==> config.mk <==
export PLATFORM = sky130hd
export DESIGN_NAME = comp_strg_sched_flat
export DESIGN_NICKNAME = d
export VERILOG_FILES = /design/src/rtl/comp_strg_pkg.sv /design/src/rtl/comp_strg_sched_if.sv /design/src/rtl/rr_arb2.sv /design/src/rtl/comp_strg_sched.sv /design/src/flat_wrapper.sv
export SDC_FILE = /design/constraint.sdc
export NUM_CORES = 1
export LEC_CHECK = 0
export CORE_AREA = 10 10 139 141
export CTS_CLUSTER_SIZE = 30
export DETAILED_ROUTE_END_ITERATION = 16
export DIE_AREA = 0 0 149 151
export PLACE_DENSITY = 0.75
export SLEW_MARGIN = 20
export SYNTH_ARGS = -nofsm -noshare
export SYNTH_HDL_FRONTEND = slang
export SYNTH_SLANG_ARGS = --single-unit
==> constraint.sdc <==
create_clock -name clk -period 1.5 [get_ports clk]
set_input_delay 0.15 -clock clk [delete_from_list [all_inputs] [get_ports clk]]
set_output_delay 0.15 -clock clk [all_outputs]
set_load 0.02 [all_outputs]
==> src/rtl/comp_strg_pkg.sv <==
// Shared definitions for the computation-storage scheduler: command and
// state encodings plus the default bus widths.
package comp_strg_pkg;

  localparam int DATA_WIDTH_DEF = 32;
  localparam int ADDR_WIDTH_DEF = 10;

  typedef enum logic [1:0] {
    CMD_RD  = 2'b00,
    CMD_WR  = 2'b01,
    CMD_ADD = 2'b10,
    CMD_SUB = 2'b11
  } cmd_e;

  typedef enum logic [1:0] {
    ST_IDLE    = 2'd0,
    ST_ISSUE   = 2'd1,
    ST_RD_WAIT = 2'd2
  } state_e;

endpackage

==> src/rtl/comp_strg_sched_if.sv <==
// Bundle of the two requester ports, the storage command bus and status.
// master = requester/storage environment, slave = scheduler.
interface comp_strg_sched_if #(
  parameter int DATA_WIDTH = 32,
  parameter int ADDR_WIDTH = 10
);

  logic                  p0_req_valid;
  logic                  p0_req_ready;
  logic [1:0]            p0_req_cmd;
  logic [ADDR_WIDTH-1:0] p0_req_addA;
  logic [ADDR_WIDTH-1:0] p0_req_addB;
  logic [ADDR_WIDTH-1:0] p0_req_addC;
  logic [DATA_WIDTH-1:0] p0_req_wdata;
  logic                  p0_rsp_valid;
  logic [DATA_WIDTH-1:0] p0_rsp_data;

  logic                  p1_req_valid;
  logic                  p1_req_ready;
  logic [1:0]            p1_req_cmd;
  logic [ADDR_WIDTH-1:0] p1_req_addA;
  logic [ADDR_WIDTH-1:0] p1_req_addB;
  logic [ADDR_WIDTH-1:0] p1_req_addC;
  logic [DATA_WIDTH-1:0] p1_req_wdata;
  logic                  p1_rsp_valid;
  logic [DATA_WIDTH-1:0] p1_rsp_data;

  logic                  s_en;
  logic [1:0]            s_cmd;
  logic [ADDR_WIDTH-1:0] s_addA;
  logic [ADDR_WIDTH-1:0] s_addB;
  logic [ADDR_WIDTH-1:0] s_addC;
  logic [DATA_WIDTH-1:0] s_dq_o;
  logic                  s_dq_oe;
  logic [DATA_WIDTH-1:0] s_dq_i;
  logic                  s_valid_out;

  logic                  busy;
  logic                  err;

  modport master (
    output p0_req_valid, p0_req_cmd, p0_req_addA, p0_req_addB, p0_req_addC, p0_req_wdata,
    input  p0_req_ready, p0_rsp_valid, p0_rsp_data,
    output p1_req_valid, p1_req_cmd, p1_req_addA, p1_req_addB, p1_req_addC, p1_req_wdata,
    input  p1_req_ready, p1_rsp_valid, p1_rsp_data,
    input  s_en, s_cmd, s_addA, s_addB, s_addC, s_dq_o, s_dq_oe,
    output s_dq_i, s_valid_out,
    input  busy, err
  );

  modport slave (
    input  p0_req_valid, p0_req_cmd, p0_req_addA, p0_req_addB, p0_req_addC, p0_req_wdata,
    output p0_req_ready, p0_rsp_valid, p0_rsp_data,
    input  p1_req_valid, p1_req_cmd, p1_req_addA, p1_req_addB, p1_req_addC, p1_req_wdata,
    output p1_req_ready, p1_rsp_valid, p1_rsp_data,
    output s_en, s_cmd, s_addA, s_addB, s_addC, s_dq_o, s_dq_oe,
    input  s_dq_i, s_valid_out,
    output busy, err
  );

endinterface

==> src/rtl/rr_arb2.sv <==
// Two-way round-robin arbiter: a lone request wins outright; when both
// request, the one that was not granted last time wins.
module rr_arb2 (
  input  logic [1:0] req,
  input  logic       last_grant,
  output logic [1:0] grant
);

  // One-hot grant; last_grant=1 hands priority to requester 0.
  always_comb begin
    grant = req;
    if (req == 2'b11) begin
      grant = last_grant ? 2'b01 : 2'b10;
    end
  end

endmodule

==> src/rtl/comp_strg_sched.sv <==
// Round-robin scheduler in front of the computation storage block. Accepts
// one command at a time from p0/p1, presents it to the storage bus for a
// single ISSUE cycle and, for reads, returns DQ to the issuing requester.
module comp_strg_sched
  import comp_strg_pkg::*;
#(
  parameter int DATA_WIDTH = DATA_WIDTH_DEF,
  parameter int ADDR_WIDTH = ADDR_WIDTH_DEF
) (
  input logic              clk,
  input logic              rst,
  comp_strg_sched_if.slave bus
);

  // Indexed views of the two request ports so the latch can mux by winner id
  logic [1:0]            req_valid;
  logic [1:0]            req_cmd   [2];
  logic [ADDR_WIDTH-1:0] req_addA  [2];
  logic [ADDR_WIDTH-1:0] req_addB  [2];
  logic [ADDR_WIDTH-1:0] req_addC  [2];
  logic [DATA_WIDTH-1:0] req_wdata [2];

  assign req_valid    = {bus.p1_req_valid, bus.p0_req_valid};
  assign req_cmd[0]   = bus.p0_req_cmd;
  assign req_cmd[1]   = bus.p1_req_cmd;
  assign req_addA[0]  = bus.p0_req_addA;
  assign req_addA[1]  = bus.p1_req_addA;
  assign req_addB[0]  = bus.p0_req_addB;
  assign req_addB[1]  = bus.p1_req_addB;
  assign req_addC[0]  = bus.p0_req_addC;
  assign req_addC[1]  = bus.p1_req_addC;
  assign req_wdata[0] = bus.p0_req_wdata;
  assign req_wdata[1] = bus.p1_req_wdata;

  state_e                state_reg;
  cmd_e                  cmd_reg;
  logic                  last_grant_reg;
  logic                  owner_reg;
  logic                  s_en_reg;
  logic [1:0]            s_cmd_reg;
  logic [ADDR_WIDTH-1:0] s_addA_reg;
  logic [ADDR_WIDTH-1:0] s_addB_reg;
  logic [ADDR_WIDTH-1:0] s_addC_reg;
  logic [DATA_WIDTH-1:0] s_dq_o_reg;
  logic                  s_dq_oe_reg;
  logic                  err_reg;

  logic [1:0]            grant;
  logic [1:0]            accept;
  logic                  win_id;
  logic                  win_is_wr;

  rr_arb2 u_arb (
    .req        (req_valid),
    .last_grant (last_grant_reg),
    .grant      (grant)
  );

  // Ready is only offered while idle, and only to the arbitration winner
  assign accept    = (state_reg == ST_IDLE) ? grant : 2'b00;
  assign win_id    = grant[1];
  assign win_is_wr = (req_cmd[win_id] == CMD_WR);

  assign bus.p0_req_ready = accept[0];
  assign bus.p1_req_ready = accept[1];

  // Command FSM: latch the winner straight into the storage-bus registers,
  // drop them after the single ISSUE cycle, then wait one cycle for read data.
  always_ff @(posedge clk) begin
    if (rst) begin
      state_reg      <= ST_IDLE;
      cmd_reg        <= CMD_RD;
      last_grant_reg <= 1'b1;
      owner_reg      <= 1'b0;
      s_en_reg       <= 1'b0;
      s_cmd_reg      <= 2'b00;
      s_addA_reg     <= '0;
      s_addB_reg     <= '0;
      s_addC_reg     <= '0;
      s_dq_o_reg     <= '0;
      s_dq_oe_reg    <= 1'b0;
    end else begin
      case (state_reg)
        ST_IDLE: begin
          if (|accept) begin
            state_reg      <= ST_ISSUE;
            cmd_reg        <= cmd_e'(req_cmd[win_id]);
            owner_reg      <= win_id;
            last_grant_reg <= win_id;
            s_en_reg       <= 1'b1;
            s_cmd_reg      <= req_cmd[win_id];
            s_addA_reg     <= req_addA[win_id];
            s_addB_reg     <= req_addB[win_id];
            s_addC_reg     <= req_addC[win_id];
            s_dq_oe_reg    <= win_is_wr;
            s_dq_o_reg     <= win_is_wr ? req_wdata[win_id] : '0;
          end
        end
        ST_ISSUE: begin
          state_reg   <= (cmd_reg == CMD_RD) ? ST_RD_WAIT : ST_IDLE;
          s_en_reg    <= 1'b0;
          s_cmd_reg   <= 2'b00;
          s_addA_reg  <= '0;
          s_addB_reg  <= '0;
          s_addC_reg  <= '0;
          s_dq_oe_reg <= 1'b0;
          s_dq_o_reg  <= '0;
        end
        ST_RD_WAIT: begin
          state_reg <= ST_IDLE;
        end
        default: begin
          state_reg <= ST_IDLE;
        end
      endcase
    end
  end

  // Sticky error: storage failed to flag read data, or both sides drove DQ
  always_ff @(posedge clk) begin
    if (rst) begin
      err_reg <= 1'b0;
    end else if (((state_reg == ST_RD_WAIT) && !bus.s_valid_out) ||
                 (s_dq_oe_reg && bus.s_valid_out)) begin
      err_reg <= 1'b1;
    end
  end

  // Per-requester response registers
  logic [1:0]            rsp_valid;
  logic [DATA_WIDTH-1:0] rsp_data [2];

  for (genvar gi = 0; gi < 2; gi++) begin : gen_rsp
    logic                  rsp_valid_reg;
    logic [DATA_WIDTH-1:0] rsp_data_reg;

    // Capture DQ for the owning requester at the end of RD_WAIT; one-cycle valid
    always_ff @(posedge clk) begin
      if (rst) begin
        rsp_valid_reg <= 1'b0;
        rsp_data_reg  <= '0;
      end else begin
        rsp_valid_reg <= 1'b0;
        if ((state_reg == ST_RD_WAIT) && (owner_reg == 1'(gi))) begin
          rsp_valid_reg <= 1'b1;
          rsp_data_reg  <= bus.s_dq_i;
        end
      end
    end

    assign rsp_valid[gi] = rsp_valid_reg;
    assign rsp_data[gi]  = rsp_data_reg;
  end

  assign bus.p0_rsp_valid = rsp_valid[0];
  assign bus.p0_rsp_data  = rsp_data[0];
  assign bus.p1_rsp_valid = rsp_valid[1];
  assign bus.p1_rsp_data  = rsp_data[1];

  assign bus.s_en    = s_en_reg;
  assign bus.s_cmd   = s_cmd_reg;
  assign bus.s_addA  = s_addA_reg;
  assign bus.s_addB  = s_addB_reg;
  assign bus.s_addC  = s_addC_reg;
  assign bus.s_dq_o  = s_dq_o_reg;
  assign bus.s_dq_oe = s_dq_oe_reg;
  assign bus.busy    = (state_reg != ST_IDLE);
  assign bus.err     = err_reg;

endmodule

==> src/flat_wrapper.sv <==
// flat-port wrapper written by rule: the top's interface ports become plain ports
module comp_strg_sched_flat import comp_strg_pkg::*;
#(
  parameter int DATA_WIDTH = DATA_WIDTH_DEF,
  parameter int ADDR_WIDTH = ADDR_WIDTH_DEF
)
  (clk, rst, bus_p0_req_valid, bus_p0_req_cmd, bus_p0_req_addA, bus_p0_req_addB, bus_p0_req_addC, bus_p0_req_wdata, bus_p0_req_ready, bus_p0_rsp_valid, bus_p0_rsp_data, bus_p1_req_valid, bus_p1_req_cmd, bus_p1_req_addA, bus_p1_req_addB, bus_p1_req_addC, bus_p1_req_wdata, bus_p1_req_ready, bus_p1_rsp_valid, bus_p1_rsp_data, bus_s_en, bus_s_cmd, bus_s_addA, bus_s_addB, bus_s_addC, bus_s_dq_o, bus_s_dq_oe, bus_s_dq_i, bus_s_valid_out, bus_busy, bus_err);
  comp_strg_sched_if #(.DATA_WIDTH(DATA_WIDTH), .ADDR_WIDTH(ADDR_WIDTH)) bus_i ();
  input logic clk;
  input logic rst;
  input wire logic [$bits(bus_i.p0_req_valid)-1:0] bus_p0_req_valid;
  input wire logic [$bits(bus_i.p0_req_cmd)-1:0] bus_p0_req_cmd;
  input wire logic [$bits(bus_i.p0_req_addA)-1:0] bus_p0_req_addA;
  input wire logic [$bits(bus_i.p0_req_addB)-1:0] bus_p0_req_addB;
  input wire logic [$bits(bus_i.p0_req_addC)-1:0] bus_p0_req_addC;
  input wire logic [$bits(bus_i.p0_req_wdata)-1:0] bus_p0_req_wdata;
  output wire logic [$bits(bus_i.p0_req_ready)-1:0] bus_p0_req_ready;
  output wire logic [$bits(bus_i.p0_rsp_valid)-1:0] bus_p0_rsp_valid;
  output wire logic [$bits(bus_i.p0_rsp_data)-1:0] bus_p0_rsp_data;
  input wire logic [$bits(bus_i.p1_req_valid)-1:0] bus_p1_req_valid;
  input wire logic [$bits(bus_i.p1_req_cmd)-1:0] bus_p1_req_cmd;
  input wire logic [$bits(bus_i.p1_req_addA)-1:0] bus_p1_req_addA;
  input wire logic [$bits(bus_i.p1_req_addB)-1:0] bus_p1_req_addB;
  input wire logic [$bits(bus_i.p1_req_addC)-1:0] bus_p1_req_addC;
  input wire logic [$bits(bus_i.p1_req_wdata)-1:0] bus_p1_req_wdata;
  output wire logic [$bits(bus_i.p1_req_ready)-1:0] bus_p1_req_ready;
  output wire logic [$bits(bus_i.p1_rsp_valid)-1:0] bus_p1_rsp_valid;
  output wire logic [$bits(bus_i.p1_rsp_data)-1:0] bus_p1_rsp_data;
  output wire logic [$bits(bus_i.s_en)-1:0] bus_s_en;
  output wire logic [$bits(bus_i.s_cmd)-1:0] bus_s_cmd;
  output wire logic [$bits(bus_i.s_addA)-1:0] bus_s_addA;
  output wire logic [$bits(bus_i.s_addB)-1:0] bus_s_addB;
  output wire logic [$bits(bus_i.s_addC)-1:0] bus_s_addC;
  output wire logic [$bits(bus_i.s_dq_o)-1:0] bus_s_dq_o;
  output wire logic [$bits(bus_i.s_dq_oe)-1:0] bus_s_dq_oe;
  input wire logic [$bits(bus_i.s_dq_i)-1:0] bus_s_dq_i;
  input wire logic [$bits(bus_i.s_valid_out)-1:0] bus_s_valid_out;
  output wire logic [$bits(bus_i.busy)-1:0] bus_busy;
  output wire logic [$bits(bus_i.err)-1:0] bus_err;
  assign bus_i.p0_req_valid = bus_p0_req_valid;
  assign bus_i.p0_req_cmd = bus_p0_req_cmd;
  assign bus_i.p0_req_addA = bus_p0_req_addA;
  assign bus_i.p0_req_addB = bus_p0_req_addB;
  assign bus_i.p0_req_addC = bus_p0_req_addC;
  assign bus_i.p0_req_wdata = bus_p0_req_wdata;
  assign bus_p0_req_ready = bus_i.p0_req_ready;
  assign bus_p0_rsp_valid = bus_i.p0_rsp_valid;
  assign bus_p0_rsp_data = bus_i.p0_rsp_data;
  assign bus_i.p1_req_valid = bus_p1_req_valid;
  assign bus_i.p1_req_cmd = bus_p1_req_cmd;
  assign bus_i.p1_req_addA = bus_p1_req_addA;
  assign bus_i.p1_req_addB = bus_p1_req_addB;
  assign bus_i.p1_req_addC = bus_p1_req_addC;
  assign bus_i.p1_req_wdata = bus_p1_req_wdata;
  assign bus_p1_req_ready = bus_i.p1_req_ready;
  assign bus_p1_rsp_valid = bus_i.p1_rsp_valid;
  assign bus_p1_rsp_data = bus_i.p1_rsp_data;
  assign bus_s_en = bus_i.s_en;
  assign bus_s_cmd = bus_i.s_cmd;
  assign bus_s_addA = bus_i.s_addA;
  assign bus_s_addB = bus_i.s_addB;
  assign bus_s_addC = bus_i.s_addC;
  assign bus_s_dq_o = bus_i.s_dq_o;
  assign bus_s_dq_oe = bus_i.s_dq_oe;
  assign bus_i.s_dq_i = bus_s_dq_i;
  assign bus_i.s_valid_out = bus_s_valid_out;
  assign bus_busy = bus_i.busy;
  assign bus_err = bus_i.err;
  comp_strg_sched #(.DATA_WIDTH(DATA_WIDTH), .ADDR_WIDTH(ADDR_WIDTH)) u_core (.clk(clk), .rst(rst), .bus(bus_i));
endmodule
==> results by group <==
Detailed routing
  • WL final: 22100 um
  • Post-route ant nets: 0
  • Via count: 5778
  • DR DRC count: 0
  • Total iterations of the first detailed-routing run: 4
  • Via density: 4.98
  • WL/cell: 19.0 um
  • Initial DRC count: 264

Setup path
  • Crit path DAT: 1390 ps
  • Data required, critical path: 1350 ps
  • RR Startpoint: u_core.state_reg[0]$_SDFFE_PP0P_
  • Setup crit end kind: output port
  • CP delay by family, top: simple AND/OR/NAND/NOR gates
  • Worst path cell trace: or3b_4 -> nor2_4 -> buf_6
  • Reg2Reg Setup Slack: -30 ps
  • CP max-delay cell: or3b_4
  • CP Buf/Inv Count: 1
  • Startpoint types: flop
  • Worst r2r path cells: 6
  • CP Class: flop to output port
  • CP max FO: 2
  • Reg-to-reg endpoint: u_core.bus.s_addB[5]$_SDFFE_PP0P_
  • Worst path max stage delay: 410 ps

Timing
  • Pins Over Slew Limit: 0
  • Period utilization: 103%
  • RSZ-0062 raised after global routing: true
  • TNS Setup: -745 ps
  • Final Worst Setup Slack: -41.2 ps
  • Slew HR: 79.1%
  • FMAX: 649 MHz
  • Final setup vio count: 46
  • Worst hold slack: 262 ps
  • Clock skew: 9.71 ps
  • Worst-Margin Slew: 304 ps
  • Final Critical Period: 1540 ps
  • Final Hold Fails: 0

Clock network
  • TritonCTS Buffers: 17
  • CTS max path bufs: 2
  • Hold Buf Count CTS: 0
  • Max H-tree Level: 4
  • Clock transition at path regs: 60 ps
  • Worst-Skew Late Latency: 410 ps
  • CTS root buf: clkbuf_16
  • Clock tree sinks: 139
  • CTS tree: yes

Hold path
  • Critical hold path startpoint: rst
  • Min-Delay Path Class: primary input to flop
  • Hold depth: 3
  • Hold endpoint: u_core.owner_reg$_SDFFE_PP0P_

Power
  • Cell Pwr Density: 984 nW/um^2
  • Sequential power share: 39.7%
  • NetSw: 0.00264 W
  • LEAKAGE: 4.31 nW
  • Sw frac: 26.5%
  • Gate power share: 19.1%
  • Max IR drop VDD: 726 uV
  • Pint: 0.00733 W
  • Clock share of power: 41.2%

Finish
  • Layout Utilization: 61.5%
  • Fin nets: 1094
  • Number of diodes: 0
  • Share of post-route cells with drive strength above 1: 12.9%
  • Final non-filler cell total: 1161
  • Area grow syn2layout: 73.7%

Placed design
  • Port buffer count: 300
  • DP HPWL: 15600 um
  • Post-placement cell count: 1117
  • Placement Setup Slack: -622 ps
  • Routability Congestion: 0.769

Yosys
  • Synth area leader: dfxtp_1
  • Number of unique standard cell types used by synthesis: 32
  • Sequential area share after synthesis: 47.7%
  • Syn_area_per_cell: 9.41 sq um
  • Post-synth top area share: 47.7%
  • Synth top area cells: dfxtp_1, mux2i_1, nand3b_1
  • Synth Instances: 620
  • Seq cells post-synth: 139
  • Synthesized cell area: 5830 sq um
  • Syn nets: 785
  • YS warnings: 0

Die
  • Row Count: 47
  • Starting density of the core: 35.4%
  • Die footprint: 22500 sq um
  • Core box area: 16500 sq um
  • Die height: 151 um
  • Die Span X: 149 um
  • Ports: 301

Run status
  • Status: finished with violations
  • Failing checks: negative setup slack

Global route
  • First-pass GRT wire length: 33200 um
  • Largest net degree at the start of global routing: 75
  • Initial antenna violation count: 0
  • Vias in the first global route: 5765
  • GRT Residual Overflow: 0
  • Total track usage: 18.8%

Flow run
  • Max capacitance violation total: 0
==> cells in the mapped netlist, drive strengths merged <==
cell type and n:
dfxtp 139, nor2b 2, buf 21, mux2i 65
nor3 1, and2 1, nand2b 2, a22o 33
a221o 1, a2111oi 1, nor3b 2, a211oi 3
nand3b 65, a21oi 69, clkbuf 36, o2bb2ai 31
clkinv 1, and3b 1, or2 1, nand2 128
or3b 2, a21boi 1, nor4b 1, nor2 8
inv 2, or3 2, a22oi 1
==> metal layers <==
metal  track usage, %  wire, um
met1             22.8      9470
met3             8.03      2180
met5                0         0
met2             30.0     10200
met4             5.30       229
==> worst max path at each step <==
| stage | slack, ps | from | endpoint | depth (start not counted) |
|---|---|---|---|---|
| 2_1_floorplan | 8 | u_core.state_reg[1]$_SDFFE_PP0P_ | u_core.bus.s_dq_o[10]$_SDFFE_PP0P_ | 8 |
| 3_3_place_gp | -590 | bus_p0_req_valid | bus_p0_req_ready | 4 |
| 3_5_place_dp | -620 | bus_p0_req_valid | bus_p0_req_ready | 4 |
| 4_1_cts | -90 | u_core.state_reg[1]$_SDFFE_PP0P_ | u_core.bus.s_addA[2]$_SDFFE_PP0P_ | 6 |
| 5_1_grt | -80 | u_core.state_reg[1]$_SDFFE_PP0P_ | bus_p0_req_ready | 3 |
| 6_report | -40 | u_core.state_reg[1]$_SDFFE_PP0P_ | bus_p0_req_ready | 3 |
==> worst reg2reg max path, cell delays in order (launching register included) <==
cell and delay, ps:
dfxtp_2 330, buf_6 120, or3_4 330, a21oi_4 170
buf_12 160, buf_16 210, o2bb2ai_1 130
==> cell families after synthesis <==
logic type,Yosys count,share of synthesized area (%)
simple gates,216,19.0
mux,65,11.2
compound gates,140,16.8
buf+inv,60,5.34
flops,139,47.7
==> stage by stage <==
| stage | instance area (sq um) | total power (W) |
|---|---|---|
| after detailed placement | 9240 | 0.00583 |
| after floorplan | 5830 | 0.00480 |
| after global placement | 9240 | 0.00581 |
| after global routing | 10100 | 0.0103 |
| final | 10100 | 0.00997 |
| after CTS | 9970 | 0.00998 |
==> power by group through the flow <==
| stage | registers, W | clock network, W | logic [W] |
|---|---|---|---|
| finish | 0.00395 | 0.00411 | 0.00191 |
| CTS | 0.00394 | 0.00417 | 0.00187 |
| detailed placement | 0.00402 | 0 | 0.00181 |
| global route | 0.00397 | 0.00434 | 0.00203 |
| global placement | 0.00402 | 0 | 0.00179 |
| floorplan | 0.00419 | 0 | 0.000612 |
==> what timing repair did <==
action,in CTS,in global routing
cloned,5,0
pin swaps,6,18
setup endpoints to repair,200,66
setup buffers,4,7
endpoints found under the hold margin,0,0
resized for setup,178,24
==> layout by cell type, fill, tap and decap left out, types with 2 or more instances in the layout <==
cell	Yosys	final
nand2b_1	2	2
o2bb2ai_1	31	10
buf_16	0	3
bufinv_16	0	2
mux2i_1	65	64
o2bb2ai_4	0	3
a211oi_1	3	3
a21oi_1	68	68
o2bb2ai_2	0	18
buf_12	0	18
clkbuf_16	0	17
clkinv_2	0	2
or3_4	0	2
dfxtp_2	0	2
a22o_1	33	33
clkinvlp_4	0	4
nor2_1	7	6
buf_6	8	7
nand2_2	0	3
nand2_1	128	125
dlygate4sd2_1	0	132
or3b_4	0	2
nor2b_1	2	2
clkdlybuf4s50_1	0	163
buf_4	2	21
nand3b_1	65	65
clkinv_4	1	3
nor2_4	1	2
dfxtp_1	139	137
==> final cells by class <==
cell class | count | area, sq um
Timing Repair Buffer | 347 | 3520
Inverter | 3 | 23.8
Sequential cell | 139 | 2790
Clock buffer | 18 | 429
Tap cell | 220 | 275
Fill cell | 1411 | 6330
Multi-Input combinational cell | 421 | 2960
Clock inverter | 13 | 146
(Power assumes the default switching activity.)
